## src/rtl/box_anim_pkg.sv

```systemverilog
// Shared types and constants for the bouncing-box animator.
package box_anim_pkg;

  typedef enum logic [3:0] {
    CLEAR_REQ, CLEAR_REL, IDLE, WAIT_FRAME,
    ERASE_LX, ERASE_LX_REL, ERASE_PY, ERASE_PY_REL,
    MOVE,
    DRAW_LX, DRAW_LX_REL, DRAW_PY, DRAW_PY_REL
  } state_t;

  localparam int BOX_SIZE      = 4;
  localparam int STROBE_CYCLES = 2;

  // One axis of motion: origin plus direction (neg=1 means stepping down).
  typedef struct packed {
    logic       neg;
    logic [6:0] pos;
  } axis_t;

  // Edge checks come before the step so the origin never wraps.
  function automatic axis_t axis_step(axis_t a, logic [6:0] range);
    axis_t r;
    r = a;
    if (!a.neg && a.pos == range) begin
      r.neg = 1'b1;
      r.pos = a.pos - 7'd1;
    end else if (a.neg && a.pos == 7'd0) begin
      r.neg = 1'b0;
      r.pos = 7'd1;
    end else if (a.neg) begin
      r.pos = a.pos - 7'd1;
    end else begin
      r.pos = a.pos + 7'd1;
    end
    return r;
  endfunction

endpackage

```

## src/rtl/box_animator_frame_tick_gen.sv

```systemverilog
// Free-running frame divider: frame_tick every FRAME_CYCLES clocks,
// move_tick on every FRAMES_PER_MOVE-th frame_tick.
module frame_tick_gen #(
  parameter int FRAME_CYCLES    = 833333,
  parameter int FRAMES_PER_MOVE = 15
) (
  input  logic clk_i,
  input  logic rst_i,
  output logic frame_tick_o,
  output logic move_tick_o
);

  localparam int CW = (FRAME_CYCLES > 1) ? $clog2(FRAME_CYCLES) : 1;
  localparam int FW = (FRAMES_PER_MOVE > 1) ? $clog2(FRAMES_PER_MOVE) : 1;

  logic [CW-1:0] cyc_q;
  logic [FW-1:0] frm_q;

  assign frame_tick_o = (cyc_q == CW'(FRAME_CYCLES - 1));
  assign move_tick_o  = frame_tick_o && (frm_q == FW'(FRAMES_PER_MOVE - 1));

  always_ff @(posedge clk_i or posedge rst_i) begin
    if (rst_i) begin
      cyc_q <= '0;
      frm_q <= '0;
    end else begin
      cyc_q <= frame_tick_o ? '0 : cyc_q + CW'(1);
      if (frame_tick_o) frm_q <= move_tick_o ? '0 : frm_q + FW'(1);
    end
  end

endmodule

```

## src/rtl/box_animator.sv

```systemverilog
// Sequencer for the 4x4 box plotter: clears the screen, then erases/moves/redraws
// one box per move_tick, bouncing it off the screen edges.
module box_animator
  import box_anim_pkg::*;
#(
  parameter int         FRAME_CYCLES    = 833333,
  parameter int         FRAMES_PER_MOVE = 15,
  parameter logic [6:0] X_RANGE         = 7'(128 - BOX_SIZE),
  parameter logic [6:0] Y_RANGE         = 7'(120 - BOX_SIZE),
  parameter logic [6:0] X_INIT          = 7'd0,
  parameter logic [6:0] Y_INIT          = 7'd0
) (
  input  logic       iClock,
  input  logic       iReset,
  input  logic       iEnable,
  input  logic [2:0] iColour,
  input  logic       iDone,
  output logic [6:0] oXY_Coord,
  output logic [2:0] oColour,
  output logic       oLoadX,
  output logic       oPlotBox,
  output logic       oBlack,
  output logic       oBusy
);

  state_t     state_q, state_d;
  logic [1:0] cnt_q;
  logic       first_q;
  axis_t      xa_q, ya_q, xa_d, ya_d;
  logic [2:0] draw_col_q;
  logic       frame_tick, move_tick;
  logic [6:0] coord_d, xy_q;
  logic [2:0] pcol_d, col_q;
  logic       loadx_q, plot_q, black_q, busy_q;

  frame_tick_gen #(
    .FRAME_CYCLES   (FRAME_CYCLES),
    .FRAMES_PER_MOVE(FRAMES_PER_MOVE)
  ) u_tick (
    .clk_i       (iClock),
    .rst_i       (iReset),
    .frame_tick_o(frame_tick),
    .move_tick_o (move_tick)
  );

  // CLEAR_REQ spends its first cycle filling the output registers, so the
  // exit point is one count later than the pass strobes.
  always_comb begin
    state_d = state_q;
    case (state_q)
      CLEAR_REQ:    if (cnt_q == 2'(STROBE_CYCLES)) state_d = CLEAR_REL;
      CLEAR_REL:    if (iDone) state_d = IDLE;
      IDLE:         if (iEnable) state_d = WAIT_FRAME;
      WAIT_FRAME: begin
        if (!iEnable)                     state_d = IDLE;
        else if (frame_tick && move_tick) state_d = first_q ? DRAW_LX : ERASE_LX;
      end
      ERASE_LX:     if (cnt_q == 2'(STROBE_CYCLES - 1)) state_d = ERASE_LX_REL;
      ERASE_LX_REL: state_d = ERASE_PY;
      ERASE_PY:     if (cnt_q == 2'(STROBE_CYCLES - 1)) state_d = ERASE_PY_REL;
      ERASE_PY_REL: if (iDone) state_d = MOVE;
      MOVE:         state_d = DRAW_LX;
      DRAW_LX:      if (cnt_q == 2'(STROBE_CYCLES - 1)) state_d = DRAW_LX_REL;
      DRAW_LX_REL:  state_d = DRAW_PY;
      DRAW_PY:      if (cnt_q == 2'(STROBE_CYCLES - 1)) state_d = DRAW_PY_REL;
      DRAW_PY_REL:  if (iDone) state_d = WAIT_FRAME;
      default:      state_d = CLEAR_REQ;
    endcase
  end

  assign xa_d = (state_q == MOVE) ? axis_step(xa_q, X_RANGE) : xa_q;
  assign ya_d = (state_q == MOVE) ? axis_step(ya_q, Y_RANGE) : ya_q;

  // Outputs are registered from state_d so they line up with state_q.
  always_comb begin
    coord_d = '0;
    pcol_d  = '0;
    case (state_d)
      ERASE_LX, ERASE_LX_REL, DRAW_LX, DRAW_LX_REL: coord_d = xa_d.pos;
      ERASE_PY, ERASE_PY_REL:                       coord_d = ya_d.pos;
      DRAW_PY, DRAW_PY_REL: begin
        coord_d = ya_d.pos;
        pcol_d  = draw_col_q;
      end
      default: ;
    endcase
  end

  always_ff @(posedge iClock or posedge iReset) begin
    if (iReset) begin
      state_q    <= CLEAR_REQ;
      cnt_q      <= '0;
      first_q    <= 1'b1;
      xa_q       <= axis_t'{neg: 1'b0, pos: X_INIT};
      ya_q       <= axis_t'{neg: 1'b0, pos: Y_INIT};
      draw_col_q <= '0;
      xy_q       <= '0;
      col_q      <= '0;
      loadx_q    <= 1'b0;
      plot_q     <= 1'b0;
      black_q    <= 1'b0;
      busy_q     <= 1'b0;
    end else begin
      state_q <= state_d;
      cnt_q   <= (state_d != state_q) ? 2'd0 : cnt_q + 2'd1;
      xa_q    <= xa_d;
      ya_q    <= ya_d;
      if (state_q == DRAW_PY_REL && iDone) first_q <= 1'b0;
      if (state_d == DRAW_LX && state_q != DRAW_LX) draw_col_q <= iColour;
      xy_q    <= coord_d;
      col_q   <= pcol_d;
      loadx_q <= state_d inside {ERASE_LX, DRAW_LX};
      plot_q  <= state_d inside {ERASE_PY, DRAW_PY};
      black_q <= (state_d == CLEAR_REQ);
      busy_q  <= !(state_d inside {IDLE, WAIT_FRAME});
    end
  end

  assign oXY_Coord = xy_q;
  assign oColour   = col_q;
  assign oLoadX    = loadx_q;
  assign oPlotBox  = plot_q;
  assign oBlack    = black_q;
  assign oBusy     = busy_q;

endmodule

```

## config.mk

```make
export PLATFORM = sky130hd
export DESIGN_NAME = box_animator
export DESIGN_NICKNAME = d
export VERILOG_FILES = /design/src/rtl/box_anim_pkg.sv /design/src/rtl/box_animator_frame_tick_gen.sv /design/src/rtl/box_animator.sv
export SDC_FILE = /design/constraint.sdc
export NUM_CORES = 1
export LEC_CHECK = 0
export ABC_CLOCK_PERIOD_IN_PS = 2100
export BUFFER_PORTS_ARGS = -buffer_cell sky130_fd_sc_hd__buf_4
export CAP_MARGIN = 20
export CORE_UTILIZATION = 50
export CTS_BUF_LIST = sky130_fd_sc_hd__clkbuf_4
export CTS_CLUSTER_DIAMETER = 40
export DETAILED_ROUTE_END_ITERATION = 16
export PLACE_DENSITY = 0.75
export SKIP_CTS_REPAIR_TIMING = 1
export SYNTH_ARGS = -nofsm -noshare
export SYNTH_HDL_FRONTEND = slang
export SYNTH_SLANG_ARGS = --single-unit
export TNS_END_PERCENT = 50
```

## constraint.sdc

```tcl
create_clock -name iClock -period 2.1 [get_ports iClock]
set_input_delay 0.21 -clock iClock [delete_from_list [all_inputs] [get_ports iClock]]
set_output_delay 0.21 -clock iClock [all_outputs]
set_load 0.03 [all_outputs]
```

# After elaboration in Yosys (flattened, before gate mapping)
# Index checks and enable logic that the tools add are counted.
[word_totals]
output_inout_bits = 14
wordCells = 106
input_bits = 7
register_bits = 64
[op_classes]
muxes = 28
addsub = 7
n_eq_ne = 30
n_reduce_logical = 25
[ops]
columns = ["op", "count"]
rows = [
  ["4-bit two-way mux", 13],
  ["4-bit case mux with 13 select lines", 1],
  ["7-bit two-way mux", 6],
  ["4-bit == test, second input constant", 10],
  ["4-bit by 3-bit == test with 1-bit output, second input constant", 8],
  ["20-bit by 1-bit adder with 20-bit output, second input constant", 1],
  ["20-bit == test, second input constant", 1],
  ["20-bit two-way mux", 1],
  ["4-bit by 2-bit == test with 1-bit output, second input constant", 4],
  ["8-bit two-way mux", 2],
  ["7-bit by 1-bit adder with 7-bit output, second input constant", 2],
  ["7-bit == test, second input constant", 2],
  ["7-bit logical NOT", 2],
  ["7-bit case mux with 2 select lines", 1],
  ["7-bit by 1-bit subtractor with 7-bit output, second input constant", 2],
  ["2-bit nonzero test", 5],
  ["1-bit logical AND", 8],
  ["4-bit logical NOT", 2],
  ["4-bit OR reduction", 2],
  ["4-bit by 1-bit adder with 4-bit output, second input constant", 1],
  ["4-bit by 1-bit == test with 1-bit output, second input constant", 1],
  ["4-bit inequality test", 1],
  ["4-bit inequality test, second input constant", 1],
  ["2-bit AND reduction", 2],
  ["other kinds (8)", 11],
]

# Longest topological paths before layout
# Gate-level depths: netlist of the first run.
[depth]
depth_word = 9
mapped_depth = 10
ltp_nobuf = 10

# By module
# Synthesis of the first run repeated with hierarchy kept, for this count alone.
[unflattened]
hier_cells = 424
hier_area_um2 = 3996.3
[modules_own_cells]
columns = ["mod", "area_per_inst_um2", "cells_each", "instances"]
rows = [
  ["box_animator", 2752.6, 301, 1],
  ["frame_tick_gen", 1243.7, 123, 1],
]

# Worst setup path after synthesis of the first run
# No wires, ideal clock.
[synth_timing]
path_kind = "reg2reg"
startpoint = "register u_tick.frm_q[0]"
endpoint = "register draw_col_q[0]"
period_less_slack_ps = 2325
path_stages_with_launch = 10
arrival_time_ps = 2200
slack_ps = -225
required_time_ps = 1975
cell_sequence = "dfrtp_1 -> inv_1 -> ha_1 -> and3_2 -> nand4_4 -> o31ai_4 -> nand2b_1 -> or2b_4 -> nor3_4 -> mux2_2"
[synth_via]
elab_chain_cells = 8
[synth_rtl]
columns = ["item", "line", "source"]
rows = [
  ["from (decl)", "box_animator_frame_tick_gen.sv:17", "logic [FW-1:0] frm_q;"],
  ["from (signal assigned)", "box_animator_frame_tick_gen.sv:28", "if (frame_tick_o) frm_q <= move_tick_o ? '0 : frm_q + FW'(1);"],
  ["4-bit == test", "box_animator_frame_tick_gen.sv:20", "assign move_tick_o = frame_tick_o && (frm_q == FW'(FRAMES_PER_MOVE - 1));"],
  ["1-bit logical AND", "box_animator_frame_tick_gen.sv:20", ""],
  ["1-bit logical AND", "box_animator.sv:56", "else if (frame_tick && move_tick) state_d = first_q ? DRAW_LX : ERASE_LX;"],
  ["4-bit two-way mux", "box_animator.sv:56", ""],
  ["4-bit two-way mux", "box_animator.sv:55", "if (!iEnable) state_d = IDLE;"],
  ["4-bit case mux with 13 select lines", "box_animator.sv:50", "case (state_q)"],
  ["named net state_d[3]", "box_animator.sv:26", "state_t state_q, state_d;"],
  ["4-bit == test", "box_animator.sv:109", "if (state_d == DRAW_LX && state_q != DRAW_LX) draw_col_q <= iColour;"],
  ["1-bit logical AND", "box_animator.sv:109", ""],
  ["to (signal assigned)", "box_animator.sv:109", ""],
  ["to (decl)", "box_animator.sv:30", "logic [2:0] draw_col_q;"],
]
# The timed path passes the listed nets, and every way through them passes these cells.
# A chain may end at the register's enable or synchronous reset.

# Worst setup path after layout of the first run
[layout_timing]
startpoint = "register state_q[3]"
endpoint = "register draw_col_q[2]"
[layout_via]
elab_chain_cells = 5
elab_cells_between_ends = 28
classes_between = "14 x eq/ne; 12 x mux; 2 x reduce/logical"
[layout_rtl]
columns = ["item", "line", "source"]
rows = [
  ["from (decl)", "box_animator.sv:26", ""],
  ["from (signal assigned)", "box_animator.sv:104", "state_q <= state_d;"],
  ["4-bit two-way mux", "box_animator.sv:56", ""],
  ["4-bit two-way mux", "box_animator.sv:55", ""],
  ["4-bit case mux with 13 select lines (*)", "box_animator.sv:50", ""],
  ["named net state_d[3]", "box_animator.sv:26", ""],
  ["4-bit == test (*)", "box_animator.sv:109", ""],
  ["1-bit logical AND (*)", "box_animator.sv:109", ""],
]
# Mark *: on every way through the listed nets, which the timed path passes. The rest lies on a longest branch.

==> impl_metrics.csv, run 1 <==
group,metric,value,unit
global_routing,antenna_found_initial,0,
logic_synthesis,syn-num-nets,415,
setup_path,cp_slowest_cell,"dfrtp_2",
global_routing,grt_max_degree,65,
cells_and_area,stdcell_count,599,
cells_and_area,nNetsFinal,515,
clock_network,cts.sinks,64,
clock_network,clock_latency,0.40,ns
pwr,seqPwrFrac,30.5,%
hold_path,holdPathStages,2,
logic_synthesis,synth_area,3850,um^2
setup_path,cp.required,2.38,ns
placement,dp_slack,-0.240,ns
logic_synthesis,postSynth.asyncResetShare,100,%
timing,setup-tns-final,-1.56,ns
pwr,swShare,36.7,%
pwr,p_per_area,1080,nW/um^2
routing,routedWlPerCell,14.1,um
die,fp.dieH,89.7,um
routing,detail_route.iter0.violations,164,
routing,ant_nets,0,
logic_synthesis,synth_top_flop_cell,"dfrtp_1",
setup_path,cp-start-kind,"flop",
clock_network,numCtsBuffers,9,
timing,rsz0062_at_grt,"yes",
clock_network,clkTransAtPathRegs,0.11,ns
pwr,power.leakage,2.34,nW
pwr,internal_power,0.00336,W
placement,placed_area,4650,um^2
placement,hpwl,6.21,mm
placement,placed_cells,579,
setup_path,crit_type,"reg2reg",
routing,firstDrtPassIters,5,
cells_and_area,drive_gt1_share,35.2,%
setup_path,critPathMaxFanout,11,
pwr,clkPwrFrac,17.5,%
die,initial_core_util,52.5,%
pwr,ir_drop,0.000620,V
pwr,p_switching,0.00195,W
routing,viasPerCell,5.42,
global_routing,grt_pass1_wl,14.6,mm
timing,period_share,109,%
cells_and_area,fin_util,66.8,%
logic_synthesis,yosys_warnings,0,
timing,finalWorstSetupSlack,-0.188,ns
timing,hold_violations,0,
setup_path,crit_path_end_kind,"flop",
cells_and_area,final_cell_area,4900,um^2
timing,worst_clock_skew,0.0161,ns
global_routing,grt-ovfl-total,0,
logic_synthesis,synthCells,396,
pwr,pwr-share-comb,52.1,%
setup_path,max_stage_delay,0.51,ns
setup_path,r2r_cells,7,
logic_synthesis,synth_edf_count,0,
routing,wl,8.45,mm
die,ios,21,
timing,fin_crit,2.29,ns
status,status,"finished, violations left",
timing,finalSetupViolCount,15,
die,core,7330,um^2
logic_synthesis,synth_cell_types,74,
die,die_width,89.7,um
die,die-area,8050,um^2
placement,gp_congestion,0.917,
logic_synthesis,ys_seq_elements,64,
logic_synthesis,yosysSeqAreaShare,41.7,%
timing,finalMaxSlewViolations,0,
die,rows,31,
global_routing,grt_pass1_vias,3196,
cells_and_area,diodes,0,
routing,post-route-drc-count,0,
cells_and_area,fillers,575,
cells_and_area,areaGrowthSynthToFinish,27.4,%
routing,via_count,3249,
clock_network,cts_root_buf,"clkbuf_4",
timing,max_slew.worst_pin.slew,0.385,ns
global_routing,grt_usage,22.4,%
setup_path,arrival,2.57,ns
clock_network,cts_tree,"done",
flow_run,max-cap-violations,0,
placement,port_buffers,20,
status,violations,"setup timing",
clock_network,htree_levels,3,
timing,fmax,0.437,GHz
logic_synthesis,postSynthAreaPerCell,9.71,um^2
setup_path,cp_cell_sequence,"and2b_2 -> nand3_1 -> o31ai_4 -> nand2b_1 -> or2b_4 -> nor3_4 -> mux2_2",
hold_path,hold_class,"in2reg",
clock_network,clock_path_buffers,2,
timing,maxSlewHeadroom,74.0,%
## sequential cells by signal, summed over array words and instances (netlist names)
name / cells
cnt_q: 2
draw_col_q: 3
first_q: 1
oBlack: 1
oBusy: 1
oColour: 3
oLoadX: 1
oPlotBox: 1
oXY_Coord: 7
state_q: 4
u_tick.cyc_q: 20
u_tick.frm_q: 4
xa_q: 8
ya_q: 8
## power by group through the flow
stage	Clock, W	Combinational (W)	Sequential (W)
after detailed placement	0	0.00263	0.00163
final	0.000927	0.00276	0.00162
after floorplan	0	0.00165	0.00161
after global routing	0.00101	0.00301	0.00165
after global placement	0	0.00257	0.00161
after CTS	0.000952	0.00264	0.00160
## through the flow
stage                     hold WS (ns)  total power (W)
final                           0.0499          0.00531
after global routing            0.0318          0.00566
after CTS                       -0.136          0.00520
after detailed placement         0.314          0.00426
after global placement           0.311          0.00418
after floorplan                  0.362          0.00327
## kinds of logic (layout without fill, tap and decap cells)
family / after synthesis / count (layout) / synth area share (%)
fa+ha+maj: 12 / 12 / 3.90
compound gates: 75 / 75 / 14.6
mux: 10 / 10 / 2.96
simple gates: 169 / 169 / 25.3
buf+inv: 41 / 145 / 5.89
xor+xnor: 25 / 25 / 5.69
flops: 64 / 64 / 41.7
## synthesized netlist by cell type, types with 3 or more instances
library cell	n	area, um^2
nand2_1	38	143
nand2b_1	7	43.8
mux2_2	7	78.8
a2bb2o_2	4	45.0
xor2_1	15	131
and4_1	3	26.3
nand3_1	19	95.1
a21o_1	3	22.5
and2_1	4	25.0
ha_1	12	150
a31oi_1	3	18.8
inv_1	22	82.6
a21oi_1	13	65.1
clkbuf_8	6	82.6
buf_2	4	20.0
xnor2_1	10	87.6
nor4_1	4	25.0
dfrtp_1	63	1580
nor2_1	38	143
o21ai_0	20	100
nand3b_1	3	22.5
nor2b_1	4	25.0
nor3_1	8	40.0
and3_1	5	31.3
clkbuf_1	8	30.0
nand4b_1	3	26.3
nand4_1	7	43.8
or3_1	4	25.0
## cells in the final DEF (no fill, tap or decap), types with 4 or more instances in the layout
master / n
nand2_1: 37
xnor2_1: 10
and2_1: 4
nand2b_1: 7
nor2_1: 37
o21ai_0: 18
nor3_1: 8
nand3_1: 19
ha_1: 12
mux2_2: 7
xor2_1: 15
nand4_1: 7
and3_1: 5
clkbuf_4: 11
dfrtp_2: 5
a21oi_1: 13
buf_4: 104
dfrtp_1: 58
inv_1: 20
## critical path: cells and delay by family, from the launching register on
kind               cells  cell delay, ns
muxes                  1            0.36
AOI/OAI and AO/OA      1            0.28
and+or+nand+nor        5            1.02
DFF                    1            0.51
## worst paths after layout
path / from / to / slack, ns
setup / recovery: state_q[3] / draw_col_q[2] / -0.19
hold / removal: iColour[0] / draw_col_q[0] / 0.05
setup reg to reg: state_q[3] / draw_col_q[2] / -0.19
hold reg to reg: draw_col_q[2] / oColour[2] / 0.48
max in group asynchronous: iReset / first_q / 1.35
min in group asynchronous: iReset / ya_q[1] / 0.42
## cell type report
| type | count | area (um^2) | share of cell area, % |
|---|---|---|---|
| Multi-Input combinational cell | 291 | 2100 | 42.8 |
| Timing Repair Buffer | 108 | 833 | 17.0 |
| Clock inverter | 4 | 70.1 | 1.43 |
| Inverter | 22 | 82.6 | 1.69 |
| Sequential cell | 64 | 1610 | 32.8 |
| Tap cell | 99 | 124 | 2.53 |
| Clock buffer | 11 | 82.6 | 1.69 |
## routing by layer
metal / up-vias / GRT usage (%) / routed length, um
met1: 1563 / 29.7 / 3760
li1: 1605 / - / -
met4: 0 / 7.65 / 116
met2: 70 / 37.3 / 4280
met5: - / 0 / 0
met3: 11 / 3.47 / 296
Note: power is estimated with default switching activity, not from simulation.
==> run 2, diff against run 1 <==
CTS_BUF_LIST = default   (was sky130_fd_sc_hd__clkbuf_4)
PLACE_DENSITY = 0.71   (was 0.75)
==> run 2 against run 1 <==
The run still ends with setup timing left. Largest cell class unchanged. Non-clock buffer count shrank 3. Combinational power up 3%. Die area stayed put. Utilization is 0.32 points higher. Count of clock-buffer cells in the layout is the same. Clock power grew 17%. Via count increased by 2.6%. Largest power group unchanged. Sequential power hardly changed. Sequential cell count unchanged.
==> impl_metrics.csv, run 2 (synthesis results as in run 1) <==
group,metric,value,unit
status,status,"finished, violations left",
clock_network,htree_levels,3,
die,die-area,8050,um^2
global_routing,antenna_found_initial,0,
timing,finalWorstSetupSlack,-0.217,ns
cells_and_area,regMostFlops,"u_tick.cyc_q",
global_routing,grt_max_degree,35,
placement,hpwl,6.26,mm
global_routing,grt_pass1_vias,3272,
routing,firstDrtPassIters,4,
cells_and_area,reg_top3,"u_tick.cyc_q: 20 flops, xa_q: 8 flops, ya_q: 8 flops",
placement,dp_slack,-0.227,ns
timing,max_slew.worst_pin.slew,0.360,ns
timing,hold_violations,0,
clock_network,cts.sinks,64,
timing,finalSetupViolCount,17,
pwr,power.leakage,2.34,nW
clock_network,clkTransAtPathRegs,0.08,ns
routing,viasPerCell,5.58,
clock_network,clock_path_buffers,2,
cells_and_area,final_cell_mix,"buf_4, dfrtp_1, nor2_1, nand2_1, inv_1",
cells_and_area,fillers,565,
timing,period_share,110,%
routing,via_count,3333,
die,ios,21,
cells_and_area,drive_gt1_share,34.7,%
timing,rsz0062_at_grt,"yes",
placement,placed_area,4580,um^2
die,rows,31,
cells_and_area,final_cell_area,4920,um^2
setup_path,cp-start-kind,"flop",
die,die_width,89.7,um
global_routing,grt.busiest_layer,"met2",
timing,whs,0.0831,ns
timing,finalMaxSlewViolations,0,
global_routing,grtUsageMet3,5.16,%
timing,fin_crit,2.32,ns
cells_and_area,diodes,0,
placement,port_buffers,20,
die,initial_core_util,52.5,%
routing,routedWlPerCell,15.2,um
global_routing,grt_usage,23.3,%
global_routing,grt-ovfl-total,0,
clock_network,cts_root_buf,"clkbuf_8",
die,core,7330,um^2
timing,maxSlewHeadroom,75.8,%
cells_and_area,final_common_cell,"buf_4",
global_routing,met2_usage,39.9,%
timing,worst_clock_skew,0.0117,ns
pwr,p_per_area,1120,nW/um^2
flow_run,max-cap-violations,0,
setup_path,crit_type,"reg2reg",
routing,ant_nets,0,
setup_path,cp.required,2.34,ns
setup_path,critPathMaxFanout,6,
setup_path,crit_path_end_kind,"flop",
pwr,ir_drop,0.000598,V
setup_path,arrival,2.55,ns
status,violations,"setup timing",
global_routing,globalRouteMet1Util,28.9,%
routing,wl,9.09,mm
clock_network,cts_tree,"done",
clock_network,numCtsBuffers,9,
clock_network,clock_latency,0.35,ns
cells_and_area,largest_register_ffs,20,
hold_path,hold_class,"in2reg",
placement,gp_congestion,0.958,
routing,detail_route.iter0.violations,125,
cells_and_area,areaGrowthSynthToFinish,28.0,%
setup_path,ff2ff_setup_slack,-0.22,ns
die,fp.dieH,89.7,um
cells_and_area,fin_util,67.2,%
global_routing,grt_pass1_wl,15.1,mm
cells_and_area,nNetsFinal,512,
routing,post-route-drc-count,0,
timing,fmax,0.432,GHz
[run 2: cell count changes in the layout (fill, tap and decap cells not counted), moves of 2 or more]
| cell | before | now |
|---|---|---|
| clkbuf_4 | 11 | 0 |
| a21oi_2 | 0 | 2 |
| buf_4 | 104 | 100 |
| clkbuf_8 | 0 | 10 |
| a21oi_1 | 13 | 11 |
[run 2: cell type report]
| class | count | area [um^2] | share of cell area, % |
|---|---|---|---|
| Inverter | 22 | 82.6 | 1.68 |
| Timing Repair Buffer | 105 | 808 | 16.4 |
| Clock buffer | 11 | 141 | 2.87 |
| Multi-Input combinational cell | 291 | 2100 | 42.7 |
| Clock inverter | 5 | 56.3 | 1.14 |
| Sequential cell | 64 | 1610 | 32.7 |
| Tap cell | 99 | 124 | 2.52 |
[run 2: stage by stage]
| step | setup TNS, ns | total power [W] | instances |
|---|---|---|---|
| floorplan | -0.421 | 0.00327 | 396 |
| global placement | -1.74 | 0.00403 | 569 |
| detailed placement | -1.81 | 0.00409 | 569 |
| CTS | -2.61 | 0.00520 | 585 |
| global route | -3.34 | 0.00583 | 597 |
| finish | -1.84 | 0.00550 | 597 |
[run 2: worst max-delay path: stages (launching register included)]
cell and delay, ns:
dfrtp_2 0.43, clkbuf_2 0.18, o21ai_0 0.10, a22oi_1 0.27, o211ai_2 0.15, nand2b_1 0.18, or2b_4 0.28, nor3_4 0.25
mux2_2 0.36
[run 2: final timing paths]
check / start / end / depth (start not counted)
worst max-delay path: state_q[1] / draw_col_q[2] / 8
worst min-delay path: iColour[1] / draw_col_q[1] / 2
worst max register to register: state_q[1] / draw_col_q[2] / 8
worst min register to register: draw_col_q[0] / oColour[0] / 1
max in group asynchronous: iReset / first_q / 4
min in group asynchronous: iReset / u_tick.cyc_q[10] / 3
[run 2: power by group]
group / internal, W / switching [W] / total [W]
registers: 0.00142 / 0.000167 / 0.00159
clock network: 0.000579 / 0.000498 / 0.00108
logic: 0.00144 / 0.00139 / 0.00283
total: 0.00344 / 0.00206 / 0.00550
[run 2: per-layer routing]
layer	wire length, um	vias to the layer above
met5	0	-
met4	161	0
li1	-	1597
met1	3950	1635
met3	335	17
met2	4640	84
